**src/rtl/mips_pkg.sv**
```systemverilog
// rtl/mips_pkg.sv - shared constants for the MIPS hazard controller
package mips_pkg;

  localparam int NB_DEF       = 5;
  localparam int DEPTH_DEF    = 3;
  localparam int LOAD_LAT_DEF = 1;
  localparam int BR_IDX_DEF   = 1;
  localparam int CNT_W_DEF    = 16;

  // Operand source select: 0 is the register file, k is stage entry k
  localparam int FWD_RF = 0;

  localparam int SB_VALID_W   = 1;
  localparam int SB_WR_EN_W   = 1;
  localparam int SB_IS_LOAD_W = 1;

endpackage

```
**src/rtl/hazard_match.sv**
```systemverilog
// rtl/hazard_match.sv - youngest-producer priority encoder for one source operand
module hazard_match #(
  parameter int NB    = 5,
  parameter int DEPTH = 3,
  parameter int IW    = $clog2(DEPTH + 1)
) (
  input  logic [NB-1:0]             operand,
  input  logic                      use_op,
  input  logic [DEPTH-1:0]          sb_valid,
  input  logic [DEPTH-1:0]          sb_wr_en,
  input  logic [DEPTH-1:0]          sb_is_load,
  input  logic [DEPTH-1:0][NB-1:0]  sb_wr_reg,
  output logic                      hit,
  output logic [IW-1:0]             idx,
  output logic                      is_load
);

  // Scan oldest to youngest so the youngest matching entry is the last writer
  always_comb begin
    hit     = 1'b0;
    idx     = '0;
    is_load = 1'b0;
    for (int k = DEPTH - 1; k >= 0; k--) begin
      if (use_op && (operand != '0) && sb_valid[k] && sb_wr_en[k] &&
          (sb_wr_reg[k] == operand)) begin
        hit     = 1'b1;
        idx     = IW'(k);
        is_load = sb_is_load[k];
      end
    end
  end

endmodule

```
**src/rtl/mips_hazard_ctrl.sv**
```systemverilog
// rtl/mips_hazard_ctrl.sv - load-use stall, branch/jump flush and forwarding select
module mips_hazard_ctrl
  import mips_pkg::*;
#(
  parameter int NB       = NB_DEF,
  parameter int DEPTH    = DEPTH_DEF,
  parameter int LOAD_LAT = LOAD_LAT_DEF,
  parameter int BR_IDX   = BR_IDX_DEF,
  parameter int CNT_W    = CNT_W_DEF,
  parameter int FW       = $clog2(DEPTH + 1)
) (
  input  logic              clk,
  input  logic              reset,
  input  logic              id_valid,
  input  logic [NB-1:0]     id_rs,
  input  logic [NB-1:0]     id_rt,
  input  logic              id_use_rs,
  input  logic              id_use_rt,
  input  logic              id_wr_en,
  input  logic [NB-1:0]     id_wr_reg,
  input  logic              id_is_load,
  input  logic              id_jump,
  input  logic              br_taken,
  output logic              stall,
  output logic              flush_if,
  output logic [DEPTH-1:0]  flush_vec,
  output logic [FW-1:0]     fwd_a,
  output logic [FW-1:0]     fwd_b,
  output logic [CNT_W-1:0]  stall_cnt,
  output logic [CNT_W-1:0]  flush_cnt
);

  logic [DEPTH-1:0]         sb_valid;
  logic [DEPTH-1:0]         sb_wr_en;
  logic [DEPTH-1:0]         sb_is_load;
  logic [DEPTH-1:0][NB-1:0] sb_wr_reg;

  logic          hit_a, hit_b, ld_a, ld_b, haz_a, haz_b, issue;
  logic [FW-1:0] idx_a, idx_b;

  hazard_match #(.NB(NB), .DEPTH(DEPTH), .IW(FW)) u_match_a (
    .operand   (id_rs),
    .use_op    (id_use_rs),
    .sb_valid  (sb_valid),
    .sb_wr_en  (sb_wr_en),
    .sb_is_load(sb_is_load),
    .sb_wr_reg (sb_wr_reg),
    .hit       (hit_a),
    .idx       (idx_a),
    .is_load   (ld_a)
  );

  hazard_match #(.NB(NB), .DEPTH(DEPTH), .IW(FW)) u_match_b (
    .operand   (id_rt),
    .use_op    (id_use_rt),
    .sb_valid  (sb_valid),
    .sb_wr_en  (sb_wr_en),
    .sb_is_load(sb_is_load),
    .sb_wr_reg (sb_wr_reg),
    .hit       (hit_b),
    .idx       (idx_b),
    .is_load   (ld_b)
  );

  // A match one stage past the last tracked entry has already written back
  function automatic logic [FW-1:0] next_fwd(input logic h, input logic [FW-1:0] i);
    if (!h || (int'(i) + 1 == DEPTH)) return FW'(FWD_RF);
    return i + FW'(1);
  endfunction

  // Resolving branch is older than anything in ID, so it overrides stall and jump
  always_comb begin
    haz_a    = hit_a && ld_a && (int'(idx_a) < LOAD_LAT);
    haz_b    = hit_b && ld_b && (int'(idx_b) < LOAD_LAT);
    stall    = id_valid && !br_taken && (haz_a || haz_b);
    issue    = id_valid && !stall && !br_taken;
    flush_if = br_taken || (id_jump && !stall);
    for (int k = 0; k < DEPTH; k++) begin
      flush_vec[k] = br_taken && (k < BR_IDX);
    end
  end

  always_ff @(posedge clk or negedge reset) begin
    if (!reset) begin
      sb_valid   <= '0;
      sb_wr_en   <= '0;
      sb_is_load <= '0;
      sb_wr_reg  <= '0;
      fwd_a      <= FW'(FWD_RF);
      fwd_b      <= FW'(FWD_RF);
      stall_cnt  <= '0;
      flush_cnt  <= '0;
    end else begin
      sb_valid[0]   <= issue;
      sb_wr_en[0]   <= id_wr_en;
      sb_is_load[0] <= id_is_load;
      sb_wr_reg[0]  <= id_wr_reg;
      for (int k = 1; k < DEPTH; k++) begin
        sb_valid[k]   <= sb_valid[k-1] && !flush_vec[k-1];
        sb_wr_en[k]   <= sb_wr_en[k-1];
        sb_is_load[k] <= sb_is_load[k-1];
        sb_wr_reg[k]  <= sb_wr_reg[k-1];
      end
      fwd_a <= issue ? next_fwd(hit_a, idx_a) : FW'(FWD_RF);
      fwd_b <= issue ? next_fwd(hit_b, idx_b) : FW'(FWD_RF);
      if (stall && (stall_cnt != '1)) stall_cnt <= stall_cnt + CNT_W'(1);
      if (flush_if && (flush_cnt != '1)) flush_cnt <= flush_cnt + CNT_W'(1);
    end
  end

endmodule

```
**config.mk**
```make
export PLATFORM = sky130hd
export DESIGN_NAME = mips_hazard_ctrl
export DESIGN_NICKNAME = d
export VERILOG_FILES = /design/src/rtl/mips_pkg.sv /design/src/rtl/hazard_match.sv /design/src/rtl/mips_hazard_ctrl.sv
export SDC_FILE = /design/constraint.sdc
export NUM_CORES = 1
export LEC_CHECK = 0
export CAP_MARGIN = 5
export CELL_PAD_IN_SITES_DETAIL_PLACEMENT = 2
export CELL_PAD_IN_SITES_GLOBAL_PLACEMENT = 2
export CORE_ASPECT_RATIO = 2
export CORE_MARGIN = 8
export CORE_UTILIZATION = 30
export CTS_CLUSTER_DIAMETER = 40
export DETAILED_ROUTE_END_ITERATION = 8
export PLACE_DENSITY_LB_ADDON = 0.1
export SETUP_SLACK_MARGIN = 0.5
export SYNTH_ARGS = -nofsm -noshare
export SYNTH_HDL_FRONTEND = slang
export SYNTH_HIERARCHICAL = 1
export SYNTH_SLANG_ARGS = --single-unit
export TNS_END_PERCENT = 10
```
**constraint.sdc**
```tcl
create_clock -name clk -period 7.2 [get_ports clk]
set_clock_uncertainty 0.2 [all_clocks]
set_input_delay 0.72 -clock clk [delete_from_list [all_inputs] [get_ports clk]]
set_output_delay 0.72 -clock clk [all_outputs]
set_load 0.02 [all_outputs]
```
==> results.json, run 1 <==
{
  "status": "complete, no violations",
  "rsz0062_at_grt": "false",
  "crit_fanout": 8,
  "finalSetupTns_ns": 0,
  "h-tree-depth": 3,
  "initial_core_util_pct": 30.5,
  "tritoncts": "done",
  "drt_iter0_drc": 36,
  "synth_simple_gate_area_share_pct": 24.9,
  "final_area_um2": 4010,
  "ys_ff_latch": 60,
  "syn-cell-area_um2": 2960,
  "first_pass_iters": 4,
  "p_leak_nw": 1.66,
  "nets": 367,
  "ir_drop_uv": 190,
  "io_pins": 65,
  "netSwitchingFraction_pct": 28.8,
  "dr_total_vias": 2270,
  "final-setup-viol-count": 0,
  "place_area_um2": 3730,
  "syn_to_final_growth_pct": 35.3,
  "ys_async_sr_fraction_pct": 100,
  "clk_path_buf_depth": 2,
  "power_mw": 0.992,
  "post-cts-setup-buffers": 0,
  "ys_warn_count": 6,
  "synthTopCellsByArea": "dfrtp_1 51%, xnor2_1 10%, xor2_1 5.3%",
  "p_int_mw": 0.707,
  "num_rows": 51,
  "cp-start-kind": "input port",
  "routed_wl_mm": 9.20,
  "track_usage_pct": 14.6,
  "syn_avg_cell_area_um2": 11.1,
  "netlist_instances": 266,
  "p_seq_share_pct": 41.6,
  "grt_max_degree": 61,
  "dp_cells": 458,
  "hold_class": "flop to flop",
  "pwr-share-clk_pct": 40.2,
  "maxCapViolations": 0,
  "finalMaxSlewViolations": 0,
  "synth_top_family_by_area": "simple AND/OR/NAND/NOR gates",
  "hold_viol": 0,
  "worst_pin_slew_ns": 0.841,
  "comb_power_share_pct": 18.2,
  "power-per-cell-area_nw_per_um2": 247,
  "muxShareOfSynthArea_pct": 1.14,
  "arrival_ns": 4.18,
  "die-width_um": 86.3,
  "synth_edf_count": 0,
  "synth_seq_area_share_pct": 50.7,
  "grt_pass1_wl_mm": 14.5,
  "fin_crit_sh_pct": 70.9,
  "seq_area_um2": 1500,
  "final_cells": 473,
  "remaining_drc_errors": 0,
  "synth_fa_ha_area_share_pct": 2.53,
  "hpwl_mm": 7.07,
  "drive_gt1_share_pct": 11.4,
  "grt_overflow": 0,
  "gp_congestion": 0.815,
  "fillerInstances": 1048,
  "portBuffers": 62,
  "routedWlPerCell_um": 19.4,
  "slew_headroom_pct": 43.8,
  "clock_latency_ns": 0.33,
  "core_area_um2": 9700,
  "synth_ff_type": "dfrtp_1",
  "fp.dieH_um": 157,
  "clk_pin_slew_ns": 0.05,
  "period_minus_slack_ns": 5.10,
  "cts_resized": 0,
  "fmax_mhz": 196,
  "yosysTopAreaCellShare_pct": 50.7,
  "cp-end-kind": "primary output",
  "postCtsHoldBufs": 0,
  "vias_per_cell": 4.80,
  "synth_compound_area_share_pct": 2.41,
  "dieArea_um2": 13500,
  "worstPathRequired_ns": 6.28,
  "numCtsBuffers": 9,
  "multi_input_area_um2": 1390,
  "synth_cell_types": 44,
  "grt_pass1_vias": 2664,
  "ant_nets": 0,
  "power.switching_mw": 0.286,
  "critPathKind": "input port to primary output",
  "synth_xor_area_share_pct": 15.7,
  "yosys.area.top_type": "dfrtp_1",
  "diodes": 0,
  "root_buffer": "clkbuf_16",
  "antenna_found_initial": 0,
  "clock-sinks": 60
}
==> synth_stat cells, types with 2 or more instances <==
| cell type | n |
|---|---|
| nor2_1 | 14 |
| or4_2 | 2 |
| nor4b_1 | 2 |
| nor3_1 | 2 |
| nand2_1 | 15 |
| buf_4 | 3 |
| mux2_2 | 3 |
| xor2_1 | 18 |
| ha_1 | 6 |
| nor2b_4 | 2 |
| or4_4 | 3 |
| and3_2 | 2 |
| o22a_1 | 2 |
| xnor2_1 | 35 |
| nor2b_1 | 6 |
| and2b_1 | 2 |
| o221ai_1 | 2 |
| or4_1 | 4 |
| and3_1 | 7 |
| nor4bb_1 | 4 |
| nor4_1 | 2 |
| o21ai_1 | 2 |
| inv_1 | 13 |
| or2b_1 | 2 |
| nand4_1 | 12 |
| nand4b_1 | 2 |
| and2b_2 | 2 |
| dfrtp_1 | 60 |
| nand3_1 | 22 |
==> cells in the final DEF, fill, tap and decap left out, types with 3 or more instances in the layout <==
cell type / instances
nor2b_1: 6
inv_1: 13
and3_1: 7
clkdlybuf4s50_1: 61
clkbuf_16: 9
nand3_1: 22
nand2_1: 15
xor2_1: 18
or4_1: 4
mux2_2: 3
or4_4: 3
dfrtp_1: 60
xnor2_1: 35
nor4bb_1: 4
nor2_1: 14
ha_1: 6
nand4_1: 12
==> power groups by stage <==
stage | Combinational [mW] | Clock [mW] | Sequential (mW)
global route | 0.197 | 0.425 | 0.418
finish | 0.181 | 0.399 | 0.412
CTS | 0.186 | 0.410 | 0.414
global placement | 0.181 | 0 | 0.419
floorplan | 0.0660 | 0 | 0.435
detailed placement | 0.183 | 0 | 0.418
==> worst paths after layout <==
check | cells after the start | endpoint | from | slack (ns)
worst min-delay path | 0 | sb_is_load[2] | sb_is_load[1] | 0.21
worst max-delay path | 11 | flush_if | id_rs[2] | 2.10
min in group asynchronous | 2 | fwd_a[0] | reset | 0.35
worst max register to register | 11 | flush_cnt[9] | sb_wr_reg[9] | 3.17
max in group asynchronous | 2 | stall_cnt[15] | reset | 5.89
worst min register to register | 0 | sb_is_load[2] | sb_is_load[1] | 0.21
==> metal layers <==
layer	wire [um]	part of all wire (%)	global-route usage, %
met3	409	4.4	4.31
met1	3160	34	12.9
met5	0	0	0
met4	323	3.5	7.94
met2	5310	58	28.3
==> per-stage QoR <==
step                      util, %  hold slack, ns  setup WS (ns)
after floorplan                 -           0.174           3.36
after global placement       38.5           0.184           2.07
after detailed placement     38.5           0.192           2.07
after CTS                    41.3           0.215           2.06
after global routing         41.3           0.240           1.94
final                        41.3           0.212           2.10
==> logic make-up after synthesis <==
logic type,after synthesis
other,1
buffers and inverters,17
multiplexers,3
XOR/XNOR,53
adder cells (fa/ha/maj),6
AO/OA/AOI/OAI,9
flip-flops,60
AND/OR/NAND/NOR,117
==> cell type report <==
cell class	instances	share of cell area [%]
Multi-Input combinational cell	190	34.8
Timing Repair Buffer	63	15.5
Clock buffer	11	6.30
Inverter	13	1.22
Clock inverter	4	0.624
Tap cell	132	4.12
Sequential cell	60	37.4
==> critical path, stage by stage <==
cell and delay [ns]:
clkdlybuf4s50_1 0.56, and2b_1 0.23, or4_1 0.47, or4_4 0.58, and2b_2 0.24, inv_1 0.05
ha_1 0.19, nand3_1 0.12, a21boi_2 0.14, nor2_1 0.23, clkdlybuf4s50_1 0.65
Note: power is estimated with default switching activity, not from simulation.
==> inputs of run 2 (changes only) <==
- CORE_UTILIZATION: 30 -> 29
- clock period: 7.2 -> 4.1 ns (I/O delays scaled with it)
==> results.json, run 2 (synthesis results as in run 1) <==
{
  "fmax_mhz": 279,
  "worstPathRequired_ns": 4.10,
  "numCtsBuffers": 9,
  "period_minus_slack_ns": 3.59,
  "dp_slack_ns": -0.129,
  "tritoncts": "done",
  "hpwl_mm": 7.35,
  "drt_iter0_drc": 50,
  "cp_top_family": "simple AND/OR/NAND/NOR gates",
  "arrival_ns": 3.59,
  "diodes": 0,
  "die-width_um": 87.5,
  "grt_pass1_wl_mm": 15.1,
  "crit_slowest_cell": "or4_4",
  "status": "complete, no violations",
  "io_pins": 65,
  "track_usage_pct": 14.6,
  "routedWlPerCell_um": 18.7,
  "path_cells": "clkdlybuf4s50_1 -> buf_4 -> buf_4 -> or2b_1 -> o221ai_1 -> or4_4 -> and2b_2 -> inv_1 -> ha_2 -> nand3_2 -> a21boi_4 -> buf_12 -> or4_4 -> nand2b_1 -> xnor2_1",
  "core_area_um2": 10000,
  "vias_per_cell": 4.78,
  "ant_nets": 0,
  "initial_core_util_pct": 29.6,
  "grt_pass1_vias": 2887,
  "slew_headroom_pct": 37.2,
  "slowest_delay_ns": 0.55,
  "grt_max_degree": 41,
  "num_rows": 52,
  "cp-start-kind": "input port",
  "power_mw": 1.90,
  "clk_path_buf_depth": 2,
  "postLayoutCoreUtil_pct": 45.0,
  "timing.final.ws_setup_ns": 0.512,
  "final-setup-viol-count": 0,
  "gp_congestion": 0.799,
  "multi_input_area_um2": 1530,
  "antenna_found_initial": 0,
  "rsz0062_at_grt": "true",
  "critPathLaunch": "id_rt[1]",
  "clock-sinks": 60,
  "fp.dieH_um": 159,
  "routed_wl_mm": 9.64,
  "grt_overflow": 0,
  "cp.buffers_inverters": 5,
  "r2r_start": "sb_wr_reg[9]",
  "fin_crit_sh_pct": 87.5,
  "crit_fanout": 5,
  "clk_pin_slew_ns": 0.05,
  "ir_drop_uv": 288,
  "power-per-cell-area_nw_per_um2": 422,
  "clock_latency_ns": 0.32,
  "critPathKind": "input port to flop",
  "portBuffers": 62,
  "place_area_um2": 3990,
  "final_area_um2": 4510,
  "fillerInstances": 1095,
  "syn_to_final_growth_pct": 52.2,
  "drive_gt1_share_pct": 26.3,
  "root_buffer": "clkbuf_16",
  "remaining_drc_errors": 0,
  "dieArea_um2": 13900,
  "final_common_cell": "dfrtp_1",
  "maxCapViolations": 0,
  "cp-end-kind": "flop",
  "hold_viol": 0,
  "h-tree-depth": 3,
  "seq_area_um2": 1500,
  "first_pass_iters": 3,
  "p_leak_nw": 1.97,
  "hold_class": "input port to async pin",
  "layout_common_cells": "60 x dfrtp_1, 52 x clkdlybuf4s50_1, 36 x buf_4, 31 x xnor2_1, 20 x nand3_1",
  "worst_pin_slew_ns": 0.941,
  "dr_total_vias": 2463,
  "finalMaxSlewViolations": 0,
  "nets": 405
}
[run 2: worst paths after layout]
check | to | slack (ns) | depth (start not counted)
setup / recovery | flush_cnt[11] | 0.51 | 15
hold / removal | fwd_b[1] | 0.03 | 1
setup reg to reg | flush_cnt[11] | 0.55 | 12
hold reg to reg | sb_wr_en[2] | 0.20 | 0
max in group asynchronous | sb_wr_reg[8] | 2.83 | 2
min in group clk | sb_wr_en[2] | 0.20 | 0
[run 2: power by group]
group / switching, mW / internal [mW] / total, mW
Combinational: 0.167 / 0.176 / 0.343
Sequential: 0.0768 / 0.646 / 0.723
Clock: 0.257 / 0.579 / 0.836
[run 2: cell type report]
| cell class | instances | share of cell area [%] |
|---|---|---|
| clock inverters | 4 | 1.55 |
| flip-flops and latches | 60 | 33.3 |
| repair buffers | 101 | 20.6 |
| clock buffers | 12 | 5.91 |
| multi-input cells | 190 | 33.8 |
| inverters | 13 | 1.08 |
| well taps | 135 | 3.75 |
[run 2: through the flow]
| stage | std cells | TNS [ns] | hold WS (ns) |
|---|---|---|---|
| after floorplan | 267 | 0 | -0.0856 |
| after global placement | 494 | -0.0996 | 0.191 |
| after detailed placement | 494 | -0.368 | 0.189 |
| after CTS | 513 | 0 | 0.0659 |
| after global routing | 515 | 0 | 0.109 |
| final | 515 | 0 | 0.0318 |
[run 2: worst register-to-register path, cell delays in order (launching register included)]
cell and delay [ns]:
dfrtp_1 0.44, nor2b_1 0.16, or4_4 0.52, or4_4 0.47
and2b_2 0.25, inv_1 0.06, ha_2 0.19, nand3_2 0.10
a21boi_4 0.08, buf_12 0.13, or4_4 0.52, nand2b_1 0.18
xnor2_1 0.13
[run 2: what timing repair did]
| action | 4_1_cts | 5_1_grt |
|---|---|---|
| setup endpoints to repair | 30 | 30 |
| buffers inserted | 3 | 1 |
| hold buffers | 0 | 0 |
| gates resized for setup | 32 | 19 |
| cloned | 0 | 1 |
| pin swaps | 11 | 7 |
[run 2: routing by layer]
layer,track usage (%),wire length [um],up-vias
li1,-,-,1138
met4,8.45,336,0
met5,0,0,-
met3,3.57,369,16
met1,12.5,3140,1254
met2,28.3,5790,55
